<file path="src/rtl/ps2_mouse_rx.sv">
// PS/2 mouse receiver: synchronises and de-glitches the device clock, decodes 11-bit frames,
// and assembles 3-byte movement packets into a toggle-flagged 25-bit bus.
module ps2_mouse_rx #(
    parameter int FILTER_LEN  = 8,
    parameter int TIMEOUT_CYC = 50000
) (
    input  logic        clk_sys,
    input  logic        reset,
    input  logic        ps2_clk_in,
    input  logic        ps2_dat_in,
    output logic [24:0] ps2_mouse,
    output logic        err
);

    localparam int FW = $clog2(FILTER_LEN + 1);
    localparam int TW = $clog2(TIMEOUT_CYC + 1);

    typedef enum logic [1:0] {
        ST_IDLE   = 2'd0,
        ST_DATA   = 2'd1,
        ST_PARITY = 2'd2,
        ST_STOP   = 2'd3
    } state_t;

    // Odd parity across the data byte and its parity bit
    function automatic logic odd_parity_ok(input logic [7:0] data, input logic par);
        return ^{data, par};
    endfunction

    logic          clk_s1_q, clk_s2_q, dat_s1_q, dat_s2_q;
    logic          filt_clk_q, filt_clk_d;
    logic [FW-1:0] filt_cnt_q, filt_cnt_d;
    logic          fall_q;
    state_t        state_q;
    logic [2:0]    bitcnt_q;
    logic [7:0]    shift_q;
    logic          par_q;
    logic [1:0]    idx_q;
    logic [7:0]    byte0_q, byte1_q;
    logic [TW-1:0] to_cnt_q;
    logic          timeout_s;
    logic [24:0]   mouse_q;
    logic          err_q;

    // The filtered clock only follows the synced pad after FILTER_LEN disagreeing samples in a row
    always_comb begin
        filt_clk_d = filt_clk_q;
        filt_cnt_d = '0;
        if (clk_s2_q != filt_clk_q) begin
            if (filt_cnt_q == FW'(FILTER_LEN - 1)) begin
                filt_clk_d = clk_s2_q;
            end else begin
                filt_cnt_d = filt_cnt_q + {{(FW-1){1'b0}}, 1'b1};
            end
        end else begin
            filt_cnt_d = '0;
        end
    end

    assign timeout_s = !fall_q && (to_cnt_q == TW'(TIMEOUT_CYC)) &&
                       ((state_q != ST_IDLE) || (idx_q != 2'd0));

    // Synchronisers, filter, frame FSM, packet assembly and timeout
    always_ff @(posedge clk_sys) begin
        if (reset) begin
            clk_s1_q   <= 1'b1;
            clk_s2_q   <= 1'b1;
            dat_s1_q   <= 1'b1;
            dat_s2_q   <= 1'b1;
            filt_clk_q <= 1'b1;
            filt_cnt_q <= '0;
            fall_q     <= 1'b0;
            state_q    <= ST_IDLE;
            bitcnt_q   <= 3'd0;
            shift_q    <= 8'h00;
            par_q      <= 1'b0;
            idx_q      <= 2'd0;
            byte0_q    <= 8'h00;
            byte1_q    <= 8'h00;
            to_cnt_q   <= '0;
            mouse_q    <= 25'h0;
            err_q      <= 1'b0;
        end else begin
            clk_s1_q   <= ps2_clk_in;
            clk_s2_q   <= clk_s1_q;
            dat_s1_q   <= ps2_dat_in;
            dat_s2_q   <= dat_s1_q;
            filt_clk_q <= filt_clk_d;
            filt_cnt_q <= filt_cnt_d;
            fall_q     <= filt_clk_q & ~filt_clk_d;
            err_q      <= 1'b0;

            if (fall_q) begin
                to_cnt_q <= '0;
            end else if (to_cnt_q != TW'(TIMEOUT_CYC)) begin
                to_cnt_q <= to_cnt_q + {{(TW-1){1'b0}}, 1'b1};
            end else begin
                to_cnt_q <= to_cnt_q;
            end

            if (timeout_s) begin
                state_q <= ST_IDLE;
                idx_q   <= 2'd0;
            end else if (fall_q) begin
                case (state_q)
                    ST_IDLE: begin
                        if (!dat_s2_q) begin
                            state_q  <= ST_DATA;
                            bitcnt_q <= 3'd0;
                        end
                    end
                    ST_DATA: begin
                        shift_q  <= {dat_s2_q, shift_q[7:1]};
                        bitcnt_q <= bitcnt_q + 3'd1;
                        if (bitcnt_q == 3'd7) begin
                            state_q <= ST_PARITY;
                        end
                    end
                    ST_PARITY: begin
                        par_q   <= dat_s2_q;
                        state_q <= ST_STOP;
                    end
                    ST_STOP: begin
                        state_q <= ST_IDLE;
                        if (!dat_s2_q || !odd_parity_ok(shift_q, par_q)) begin
                            err_q <= 1'b1;
                            idx_q <= 2'd0;
                        end else begin
                            case (idx_q)
                                2'd0: begin
                                    // Bit 3 of the status byte is always set; use it to resync
                                    if (shift_q[3]) begin
                                        byte0_q <= shift_q;
                                        idx_q   <= 2'd1;
                                    end
                                end
                                2'd1: begin
                                    byte1_q <= shift_q;
                                    idx_q   <= 2'd2;
                                end
                                2'd2: begin
                                    idx_q   <= 2'd0;
                                    mouse_q <= {~mouse_q[24], shift_q, byte1_q, byte0_q};
                                end
                                default: idx_q <= 2'd0;
                            endcase
                        end
                    end
                    default: state_q <= ST_IDLE;
                endcase
            end
        end
    end

    assign ps2_mouse = mouse_q;
    assign err       = err_q;

endmodule
</file>
<file path="config.mk">
export PLATFORM = sky130hd
export DESIGN_NAME = ps2_mouse_rx
export DESIGN_NICKNAME = d
export VERILOG_FILES = /design/src/rtl/ps2_mouse_rx.sv
export SDC_FILE = /design/constraint.sdc
export NUM_CORES = 1
export LEC_CHECK = 0
export BUFFER_PORTS_ARGS = -buffer_cell sky130_fd_sc_hd__buf_2
export CORE_AREA = 2 2 76 85
export DETAILED_ROUTE_END_ITERATION = 7
export DIE_AREA = 0 0 78 87
export GPL_ROUTABILITY_DRIVEN = 0
export GPL_TIMING_DRIVEN = 0
export MAX_ROUTING_LAYER = met4
export PLACE_DENSITY = 0.82
export SETUP_SLACK_MARGIN = 0.5
export SYNTH_ARGS = -nofsm -noshare
export SYNTH_HDL_FRONTEND = slang
export SYNTH_SLANG_ARGS = --single-unit
</file>
<file path="constraint.sdc">
create_clock -name clk_sys -period 3.7 [get_ports clk_sys]
set_input_delay 0.185 -clock clk_sys [delete_from_list [all_inputs] [get_ports clk_sys]]
set_output_delay 0.185 -clock clk_sys [all_outputs]
set_load 0.005 [all_outputs]
</file>
==> summary.md, run 1 <==
| Metric | Value |
|---|---|
| Status | `complete, no violations` |
| Worst reg2reg startpoint | `shift_q[4]` |
| Max-cap violations | `0` |
| Worst setup margin | `1.663 ns` |
| Core area | `6006 um2` |
| Initial DRC count | `122` |
| HP Start | `ps2_dat_in` |
| Yosys warning count | `0` |
| Setup TNS | `0 ns` |
| CTS buffer count | `9` |
| Worst EP arrival | `2.27 ns` |
| Peak fanout along the critical path | `5` |
| Worst setup path start | `shift_q[4]` |
| RSZ-0062 raised after global routing | `no` |
| First-pass GRT wire length | `11.63 mm` |
| Die X-Extent | `78 um` |
| PortBufs | `28` |
| # setup viols final | `0` |
| CP Data Required Time | `3.94 ns` |
| Crit path capture type | `flip-flop` |
| Register area share after synthesis | `46.20%` |
| CTS tree | `done` |
| Yosys reg bits | `84` |
| Total GRT Usage | `22.37%` |
| Post-DR vias/cell | `5.360` |
| FP Rows | `30` |
| Die Area | `6786 um2` |
| Postcts setup bufs | `0` |
| H-tree depth | `3` |
| I/O pin count | `30` |
| Slew headroom | `60.15%` |
| Clk_skew | `0.004545 ns` |
| Synth async-reset ratio | `0%` |
| Root buffer cell | `clkbuf_8` |
| Residual DRC | `0` |
| Die height | `87 um` |
| Slew Viols, Final | `0` |
| Mapped cell area | `3640 um2` |
| Initial DRT Pass Iterations | `4` |
| Initial Util | `60.60%` |
| Setup crit start kind | `flip-flop` |
| Routed len/inst | `13.78 um` |
| Initial antenna violation count | `0` |
| Hpwl dp | `4.805 mm` |
| Nets | `420` |
| Final Hold Viols | `0` |
| Grt total ovfl | `0` |
| Post-route ant nets | `0` |
| Post-synth EDFFs | `0` |
| N_diodes | `0` |
| Area growth syn-to-layout | `11.58%` |
| Max Clk Rate | `491.0 MHz` |
| Post-CTS Resized | `0` |
| Critical path type | `flip-flop to flip-flop` |
| Count of different cell masters after synthesis | `42` |
| FILL cells | `475` |
| Register area | `1682 um2` |
| Synthesized area per cell | `9.918 um2` |
| Vias in the first global route | `2621` |
| Largest net degree at the start of global routing | `13` |
| Minimum clock period | `2.037 ns` |
| Power per cell area | `381.5 nW/um2` |
| Clock transition at the registers of the reported paths | `0.08 ns` |
| Multi-input gate area | `1846 um2` |
| Worst vdd ir | `262.5 uV` |
| Clk Latency, worst-skew pair | `0.34 ns` |
| Max clock buf depth | `2` |
| Vias | `2632` |
| Top FF cell, synth | `dfxtp_1` |
| Worst min path class | `input pin to flip-flop` |
| Synth Instances | `367` |
| Clock Sinks | `84` |
| Place WS | `1.697 ns` |
| CTS Hold Buffers Added | `0` |
| Pleak | `1.722 nW` |
| Layout cells sized above 1 | `13.63%` |
| Synthesized net count | `381` |
| WL final | `6.766 mm` |
| Worst-Margin Slew | `0.5812 ns` |
| Period utilization | `55.05%` |
==> state kept, by name (all words and copies together), names as in the netlist, 2 cells and up <==
name,flops
filt_cnt_q,4
to_cnt_q,16
byte1_q,8
state_q,2
idx_q,2
ps2_mouse,25
byte0_q,8
shift_q,8
bitcnt_q,3
==> worst max-delay path, stage by stage (launching register included) <==
cell	delay (ns)
dfxtp_1	0.42
xor3_1	0.53
nor4_1	0.37
mux2_4	0.30
mux2_4	0.31
==> per-layer routing <==
metal	GRT usage (%)	share of wire (%)	up-vias
li1	-	-	1331
met1	24.59	45	1252
met2	39.50	51	41
met3	5.290	3.0	8
met4	8.453	1.5	0
met5	-	0	-
==> area by class of cell <==
type | instances | area share (%)
clock inverter | 1 | 0.1232
multi-input combinational | 255 | 45.44
clock buffer | 15 | 4.344
sequential | 84 | 41.40
buffer | 16 | 1.664
inverter | 12 | 1.109
tap | 80 | 2.465
timing repair buffer | 28 | 3.450
==> cells in the final DEF (no fill, tap or decap), types with 3 or more instances in the layout <==
master,instances
a21oi_1,17
buf_2,28
clkbuf_1,17
clkbuf_8,12
dfxtp_1,84
ha_1,10
inv_1,12
mux2i_1,44
nand2_1,20
nand2b_1,49
nand3_1,17
nand3b_1,3
nand4_1,4
nor2_1,24
nor3_1,5
nor4_1,5
o21ai_0,3
or2_2,5
or3_1,3
xnor2_1,13
xor2_1,6
==> where the power goes <==
group | internal, W | switching (W)
Sequential | 0.000908 | 0.00000557
Clock | 0.000299 | 0.000297
Combinational | 0.0000174 | 0.0000221
==> path summary, 6_finish.rpt <==
| path | to | slack (ns) | cells past startpoint |
|---|---|---|---|
| setup / recovery | ps2_mouse[24] | 1.66 | 4 |
| hold / removal | dat_s1_q | 0.02 | 2 |
| setup reg to reg | ps2_mouse[24] | 1.66 | 4 |
| hold reg to reg | clk_s2_q | 0.42 | 1 |
==> cell usage after synthesis, drive strengths merged (2+ instances only) <==
cell type   n  area, um2
dfxtp      84       1682
nand2b     49      306.5
mux2i      45      462.9
nor2       24      90.09
nand2      20      75.07
a21oi      17      85.08
nand3      17      85.08
clkbuf     14      52.55
xnor2      13      113.9
inv        12      45.04
ha         10      125.1
nor4        6      43.79
xor2        6      52.55
nor3        5      25.02
or2         5      31.28
nand4       4      25.02
mux2        3      41.29
nand3b      3      22.52
o21ai       3      15.01
or3         3      18.77
a211oi      2      15.01
a32oi       2      17.52
and3        2      12.51
buf         2      15.01
or3b        2      17.52
xnor3       2      46.29
==> cells by family after synthesis <==
family / Yosys count / synth area share, %
AO/OA/AOI/OAI: 27 / 4.297
XOR/XNOR: 22 / 6.497
adder cells (fa/ha/maj): 10 / 3.438
buffers and inverters: 28 / 3.094
flip-flops: 84 / 46.20
multiplexers: 48 / 13.85
AND/OR/NAND/NOR: 148 / 22.62
==> per-stage QoR <==
stage                     utilization, %  power (W)  cells  hold slack, ns  instance area [um2]
after CTS                          67.63   0.001565    491        0.008760                 4061
after global routing               67.63   0.001608    491         0.01469                 4061
after global placement             64.60  0.0009733    475          0.3688                 3880
final                              67.63   0.001549    491         0.02059                 4061
after detailed placement           64.60  0.0009745    475          0.3742                 3880
after floorplan                        -  0.0009627    367          0.2888                 3640
(Power assumes the default switching activity.)
==> run 2: changes to the inputs <==
ABC_AREA = 1   (was default)
CORE_AREA = 2 2 84 94   (was 2 2 76 85)
DIE_AREA = 0 0 86 96   (was 0 0 78 87)
PLACE_DENSITY = 0.74   (was 0.82)
clock period = 1.75 ns   (was 3.7 ns; I/O delays follow)
==> run 2 against run 1 <==
The run now ends with setup timing left. Sequential power rose by 110%. Clock-buffer cell count fell by 5. Synthesized cell count increased by 44%. Critical path depth grew 7. Register-to-register slack lost 1.7 ns. Critical endpoint is now ps2_mouse[14].
==> summary.md, run 2 <==
| Metric | Value |
|---|---|
| H-tree depth | `3 (unchanged)` |
| Max clock buf depth | `2 (unchanged)` |
| CTS buffer count | `9 (unchanged)` |
| DR WL met3 | `427 um (+110%)` |
| DRT met1 WL | `4.150 mm (+37%)` |
| Largest family of logic cells by synthesized area | `simple AND/OR/NAND/NOR gates` |
| Post-synth EDFFs | `0 (unchanged)` |
| Worst-Margin Slew | `0.6910 ns (+0.1098 ns)` |
| Worst vdd ir | `450.3 uV (+72%)` |
| Commonest cells in the synthesized netlist | `nand2_1, nor2_1, dfxtp_1` |
| Worst reg2reg endpoint | `ps2_mouse[14]` |
| Post-route ant nets | `0 (unchanged)` |
| N_diodes | `0 (unchanged)` |
| Worst reg2reg startpoint | `shift_q[6]` |
| Worst hold slack | `0.06776 ns (+0.04717 ns)` |
| Synth async-reset ratio | `0% (unchanged)` |
| Commonest non-fill, non-tap cell in the layout | `nand2_1` |
| Most frequent cells in the layout | `nand2_1, nor2_1, dfxtp_1` |
| Count of different cell masters after synthesis | `32 (-24%)` |
| Worst min path class | `input pin to flip-flop` |
| FILL cells | `475 (unchanged)` |
| Worst Reg-to-Reg Cells | `11 (+7)` |
| Synthesized net count | `543 (+43%)` |
| Post-DR vias/cell | `5.283 (-1.4%)` |
| Yosys reg bits | `84 (unchanged)` |
| PortBufs | `28 (unchanged)` |
| Grt total ovfl | `0 (unchanged)` |
| Slew Viols, Final | `0 (unchanged)` |
| Main area contributors after synthesis | `dfxtp_1, nand2_1, nor2_1, inv_1, a21oi_1` |
| Switching pwr | `0.0008271 W (+150%)` |
| Worst EP arrival | `2.11 ns (-0.16 ns)` |
| Final Hold Viols | `0 (unchanged)` |
| Crit path capture type | `flip-flop` |
| # setup viols final | `27 (+27)` |
| Post-Place Cell Area | `4133 um2 (+6.5%)` |
| Initial Util | `52.06% (-8.5 points)` |
| Final non-filler cell total | `713 (+45%)` |
| Root buffer cell | `clkbuf_8` |
| Status | `finished with violations` |
| Peak fanout along the critical path | `6 (+1)` |
| I/O pin count | `30 (unchanged)` |
| Top FF cell, synth | `dfxtp_1` |
| Simple-Gate Fraction of Synth Area | `29.46% (+6.8 points)` |
| First-pass GRT wire length | `14.92 mm (+28%)` |
| Top layer in use | `met4` |
| Initial DRT Pass Iterations | `5 (+1)` |
| Period utilization | `103.0% (+48 points)` |
| Nets | `635 (+51%)` |
| Routed len/inst | `15.14 um (+9.8%)` |
| Clk pwr share | `43.5% (+5.0 points)` |
| Post-synth top area share | `44.20% (-2.0 points)` |
| Max Clk Rate | `554.8 MHz (+13%)` |
| Critical path type | `flip-flop to flip-flop` |
| Minimum clock period | `1.802 ns (-0.2344 ns)` |
| Setup crit start kind | `flip-flop` |
| Dominant cell type by area after synthesis | `dfxtp_1` |
| Initial DRC count | `202 (+66%)` |
| CP Data Required Time | `2.06 ns (-1.88 ns)` |
| Pleak | `2.562 nW (+49%)` |
| Die height | `96 um (+10%)` |
| Total GRT Usage | `23.70% (+1.3 points)` |
| Metal2 WL | `5.802 mm (+69%)` |
| Clock Sinks | `84 (unchanged)` |
| Synth Instances | `529 (+44%)` |
| Post-synthesis adder-cell area fraction | `3.288% (-0.15 points)` |
| Worst setup margin | `-0.05247 ns (-1.716 ns)` |
| Core area | `7308 um2 (+22%)` |
| Setup TNS | `-0.7673 ns (-0.7673 ns)` |
| FP Rows | `33 (+10%)` |
| Residual DRC | `0 (unchanged)` |
| Power per cell area | `649.0 nW/um2 (+70%)` |
| Post-Synth XOR/XNOR Area | `1.578% (-4.9 points)` |
| Yosys warning count | `0 (unchanged)` |
| Die X-Extent | `86 um (+10%)` |
| Cell with the most instances after synthesis | `nand2_1` |
| Largest register FFs | `25 (unchanged)` |
| Initial antenna violation count | `0 (unchanged)` |
| Die Area | `8256 um2 (+22%)` |
| Synthesized area per cell | `7.193 um2 (-27%)` |
| Vias in the first global route | `3398 (+30%)` |
| Worst setup path start | `shift_q[6]` |
| Area growth syn-to-layout | `47.22%` |
| Synth Area in Compound Gates | `9.569% (+5.3 points)` |
| Sw Ratio | `22.75% (+1.8 points)` |
| Post-route cell area | `5602 um2 (+38%)` |
| Place WS | `0.01378 ns (-1.683 ns)` |
| Clk_skew | `0.01318 ns (+0.008631 ns)` |
| Clock transition at the registers of the reported paths | `0.09 ns (about the same)` |
| Layout cells sized above 1 | `44.89% (+31 points)` |
| Post-synthesis mux area share | `0% (-14 points)` |
| Largest net degree at the start of global routing | `15 (+2)` |
| Clk Latency, worst-skew pair | `0.37 ns (+0.03 ns)` |
| CTS tree | `done` |
| Hpwl dp | `5.427 mm (+13%)` |
| Vias | `3767 (+43%)` |
| RSZ-0062 raised after global routing | `yes` |
| R2R setup slack | `-0.05 ns (-1.72 ns)` |
| Flop pwr share | `53.2% (-5.8 points)` |
| Mapped cell area | `3805 um2 (+4.5%)` |
| WL final | `10.79 mm (+60%)` |
| Internal | `0.002808 W (+130%)` |
| Placed Instances | `644 (+36%)` |
| Register area share after synthesis | `44.20% (-2.0 points)` |
| Logic pwr share | `3.3% (+0.7 points)` |
| End of the critical path | `ps2_mouse[14]` |
| Slew headroom | `53.93% (-6.2 points)` |
| Failing checks | `setup timing` |
| Max-cap violations | `0 (unchanged)` |
==> run 2: per-stage QoR <==
stage / util, % / power [W]
2_1_floorplan: - / 0.002031
4_1_cts: 68.07 / 0.003607
6_report: 76.65 / 0.003635
3_5_place_dp: 56.55 / 0.002054
3_3_place_gp: 56.55 / 0.002052
5_1_grt: 76.65 / 0.003712
==> run 2: logic make-up after synthesis <==
kind of cell / Yosys count
AND/OR/NAND/NOR: 263
AO/OA/AOI/OAI: 67
adder cells (fa/ha/maj): 10
buffers and inverters: 99
flip-flops: 84
XOR/XNOR: 6
==> run 2: area by class of cell <==
| type | instances | area (um2) | area share (%) |
|---|---|---|---|
| buffer | 20 | 192.7 | 3.440 |
| clock buffer | 10 | 137.6 | 2.457 |
| clock inverter | 6 | 87.58 | 1.564 |
| inverter | 79 | 316.6 | 5.651 |
| multi-input combinational | 348 | 2387 | 42.62 |
| sequential | 84 | 1722 | 30.73 |
| tap | 87 | 108.9 | 1.943 |
| timing repair buffer | 79 | 649.4 | 11.59 |
==> run 2: worst min path at each step <==
| stage | end | slack, ns | depth (start not counted) | from |
|---|---|---|---|---|
| floorplan | clk_s1_q | 0.19 | 1 | ps2_clk_in |
| global placement | dat_s1_q | 0.27 | 2 | ps2_dat_in |
| detailed placement | clk_s1_q | 0.27 | 2 | ps2_clk_in |
| CTS | byte0_q[3] | 0.17 | 2 | reset |
| global route | byte0_q[3] | 0.08 | 2 | reset |
| finish | byte0_q[3] | 0.07 | 2 | reset |
==> run 2: critical path: stages, from the launching register on <==
cell,delay [ns]
dfxtp_1,0.33
buf_6,0.14
xnor2_4,0.20
nand2_1,0.09
nand2_1,0.13
nand3_4,0.14
nand2_8,0.13
nand4_4,0.17
buf_2,0.23
nand2_1,0.06
nand2_1,0.04
nor2_1,0.08
==> run 2: power by group through the flow <==
| stage | combinational (W) | sequential (W) | clock, W |
|---|---|---|---|
| 6_report | 0.000122 | 0.00193 | 0.00158 |
| 5_1_grt | 0.000132 | 0.00194 | 0.00165 |
| 4_1_cts | 0.0000934 | 0.00193 | 0.00158 |
| 3_5_place_dp | 0.0000741 | 0.00198 | 0 |
| 3_3_place_gp | 0.0000728 | 0.00198 | 0 |
| 2_1_floorplan | 0.0000542 | 0.00198 | 0 |
==> run 2: repair_timing <==
action / in CTS / in global routing
gates resized for setup: 98 / 145
gates cloned: 7 / 2
hold buffers: 2 / 0
buffers inserted: 31 / 11
endpoints found under the hold margin: 2 / 0
pin swaps: 28 / 41
setup endpoints to repair: 71 / 70
==> run 2: metal layers <==
metal  vias to the layer above  GRT usage (%)
li1                       1826              -
met1                      1770          25.20
met2                       128          43.15
met3                        43          4.202
met4                         0          10.19
met5                         -              -
==> run 3: changes to the inputs <==
CORE_AREA = 2 2 80 90   (was 2 2 84 94)
DIE_AREA = 0 0 82 92   (was 0 0 86 96)
PLACE_DENSITY = 0.75   (was 0.74)
clock period = 2 ns   (was 1.75 ns; I/O delays follow)
==> run 3 against run 2 <==
The flow now finishes without violations. Critical path depth is 5 higher. Register-to-register slack improved by 0.21 ns. Sequential power down 12%. Clock skew down 0.0027 ns. Sequential cell count unchanged. Worst hold slack improved by 0.056 ns. Die area down 8.6%. Global-route usage decreased by 0.19 points. Fmax fell by 2.0%. Clock-buffer cell count grew 3. Critical endpoint is now ps2_mouse[11]. Largest power group unchanged.
==> summary.md, run 3 (synthesis gave the netlist of run 2 again) <==
| Metric | Value |
|---|---|
| Status | `complete, no violations` |
| Worst-Margin Slew | `0.5176 ns (-0.1734 ns)` |
| Max Clk Rate | `543.6 MHz (-2.0%)` |
| Critical path type | `flip-flop to flip-flop` |
| Total GRT Usage | `23.51% (-0.19 points)` |
| Most frequent cells in the layout | `nand2_1, dfxtp_1, inv_1, nor2_1, a21oi_1` |
| Final non-filler cell total | `686 (-3.8%)` |
| Internal | `0.002481 W (-12%)` |
| Clock Sinks | `84 (unchanged)` |
| N_diodes | `0 (unchanged)` |
| Initial DRC count | `189 (-6.4%)` |
| Pleak | `2.319 nW (-9.5%)` |
| Worst setup margin | `0.1603 ns (+0.2128 ns)` |
| Power per cell area | `641.5 nW/um2 (-1.1%)` |
| Vias in the first global route | `3084 (-9.2%)` |
| Clk pwr share | `44.2% (+0.7 points)` |
| Initial Util | `56.57% (+4.5 points)` |
| Initial DRT Pass Iterations | `4 (-1)` |
| Clk_skew | `0.01044 ns (-0.002738 ns)` |
| First-pass GRT wire length | `13.19 mm (-12%)` |
| Logic pwr share | `2.3% (-1.0 points)` |
| Post-route cell area | `4925 um2 (-12%)` |
| Worst min path class | `input pin to flip-flop` |
| Root buffer cell | `clkbuf_8` |
| # setup viols final | `0 (-100%)` |
| Die Area | `7544 um2 (-8.6%)` |
| I/O pin count | `30 (unchanged)` |
| CTS tree | `done` |
| Grt total ovfl | `0 (unchanged)` |
| PortBufs | `28 (unchanged)` |
| Layout cells sized above 1 | `29.78% (-15 points)` |
| Die height | `92 um (-4.2%)` |
| Final Hold Viols | `0 (unchanged)` |
| Largest register FFs | `25 (unchanged)` |
| Residual DRC | `0 (unchanged)` |
| Crit-path leading delay family | `simple AND/OR/NAND/NOR gates` |
| WP buf/inv | `5 (+3)` |
| Max-cap violations | `0 (unchanged)` |
| Slew Viols, Final | `0 (unchanged)` |
| Setup TNS | `0 ns (+0.7673 ns)` |
| Max clock buf depth | `2 (unchanged)` |
| CTS buffer count | `9 (unchanged)` |
| Clk Latency, worst-skew pair | `0.37 ns (about the same)` |
| Largest net degree at the start of global routing | `14 (-1)` |
| Commonest non-fill, non-tap cell in the layout | `nand2_1` |
| Area growth syn-to-layout | `29.43%` |
| Peak fanout along the critical path | `7 (+1)` |
| Vias | `3485 (-7.5%)` |
| Crit path capture type | `flip-flop` |
| Core area | `6726 um2 (-8.0%)` |
| Place WS | `0.2589 ns (+0.2451 ns)` |
| Hpwl dp | `5.383 mm (-0.82%)` |
| H-tree depth | `3 (unchanged)` |
| CP Data Required Time | `2.31 ns (+0.25 ns)` |
| Slew headroom | `65.50% (+12 points)` |
| Switching pwr | `0.0006779 W (-18%)` |
| Period utilization | `91.98% (-11 points)` |
| Post-Place Cell Area | `4051 um2 (-2.0%)` |
| CP dominant cell by count | `nand2_2` |
| Routed len/inst | `13.37 um (-12%)` |
| Post-route ant nets | `0 (unchanged)` |
| Crit-path slowest cell | `dfxtp_2` |
| Die X-Extent | `82 um (-4.7%)` |
| Slowest stage delay, CP | `0.33 ns (about the same)` |
| Minimum clock period | `1.840 ns (+0.03721 ns)` |
| Sw Ratio | `21.46% (-1.3 points)` |
| Placed Instances | `642 (-0.31%)` |
| Worst vdd ir | `533.8 uV (+19%)` |
| Initial antenna violation count | `0 (unchanged)` |
| FP Rows | `32 (-3.0%)` |
| Clock transition at the registers of the reported paths | `0.09 ns (about the same)` |
| Post-DR vias/cell | `5.080 (-3.8%)` |
| Nets | `610 (-3.9%)` |
| Worst EP arrival | `2.15 ns (+0.04 ns)` |
| Flop pwr share | `53.5% (+0.3 points)` |
| Setup crit start kind | `flip-flop` |
| Critical path cell sequence | `buf_6, inv_4, nand2_2, nand2_2, inv_2, nand2_2, nand3_4, nand2_2, nand2_4, nand2_4, nand4_4, buf_12, clkbuf_16, nand2_4, nand2_1, nor2_1` |
| RSZ-0062 raised after global routing | `yes` |
| WL final | `9.170 mm (-15%)` |
## run 3: changes by cell type in the layout (fill, tap and decap cells not counted), sizes merged
cell | before | now
buf | 93 | 65
clkbuf | 14 | 20
clkinv | 4 | 2
clkinvlp | 2 | 0
a21boi | 1 | 2
inv | 77 | 78
nand4 | 6 | 5
## run 3: power groups by stage
stage,combinational [W],clock (W),sequential (W)
after floorplan,0.0000432,0,0.00173
after global placement,0.0000592,0,0.00173
after detailed placement,0.0000609,0,0.00173
after CTS,0.0000654,0.00140,0.00169
after global routing,0.0000824,0.00147,0.00169
final,0.0000721,0.00140,0.00169
## run 3: routing by layer
layer | GRT usage [%] | vias to the layer above | part of all wire, %
met5 | - | - | 0
met4 | 10.42 | 0 | 3.4
met1 | 25.83 | 1610 | 40
met3 | 6.398 | 24 | 4.2
met2 | 39.16 | 93 | 52
li1 | - | 1758 | -
## run 3: worst paths after layout
kind | from | end | slack (ns) | cells past startpoint
worst max-delay path | shift_q[2] | ps2_mouse[11] | 0.16 | 16
worst min-delay path | reset | byte0_q[3] | 0.12 | 2
worst max register to register | shift_q[2] | ps2_mouse[11] | 0.16 | 16
worst min register to register | clk_s1_q | clk_s2_q | 0.42 | 1
## run 3: per-stage QoR
stage,hold slack [ns],util (%),total power (W)
final,0.1242,73.21,0.003159
after global routing,0.2072,73.21,0.003248
after CTS,0.1170,65.25,0.003156
after detailed placement,0.2867,60.23,0.001789
after global placement,0.2829,60.23,0.001787
after floorplan,0.2038,-,0.001769
## run 3: layout make-up
cell class,count,area (um2)
Clock buffer,13,158.9
Inverter,79,301.5
Clock inverter,3,68.82
Fill cell,505,1802
Multi-Input combinational cell,348,1971
Buffer,20,188.9
Tap cell,85,106.4
Sequential cell,84,1694
Timing Repair Buffer,54,435.4
## run 3: what timing repair did
| item | CTS | global route |
|---|---|---|
| hold buffers | 2 | 0 |
| pin swaps | 4 | 26 |
| endpoints found under the hold margin | 2 | 0 |
| gates cloned | 2 | 6 |
| buffers inserted | 5 | 13 |
| endpoints found under the setup margin | 52 | 61 |
| resized for setup | 17 | 102 |
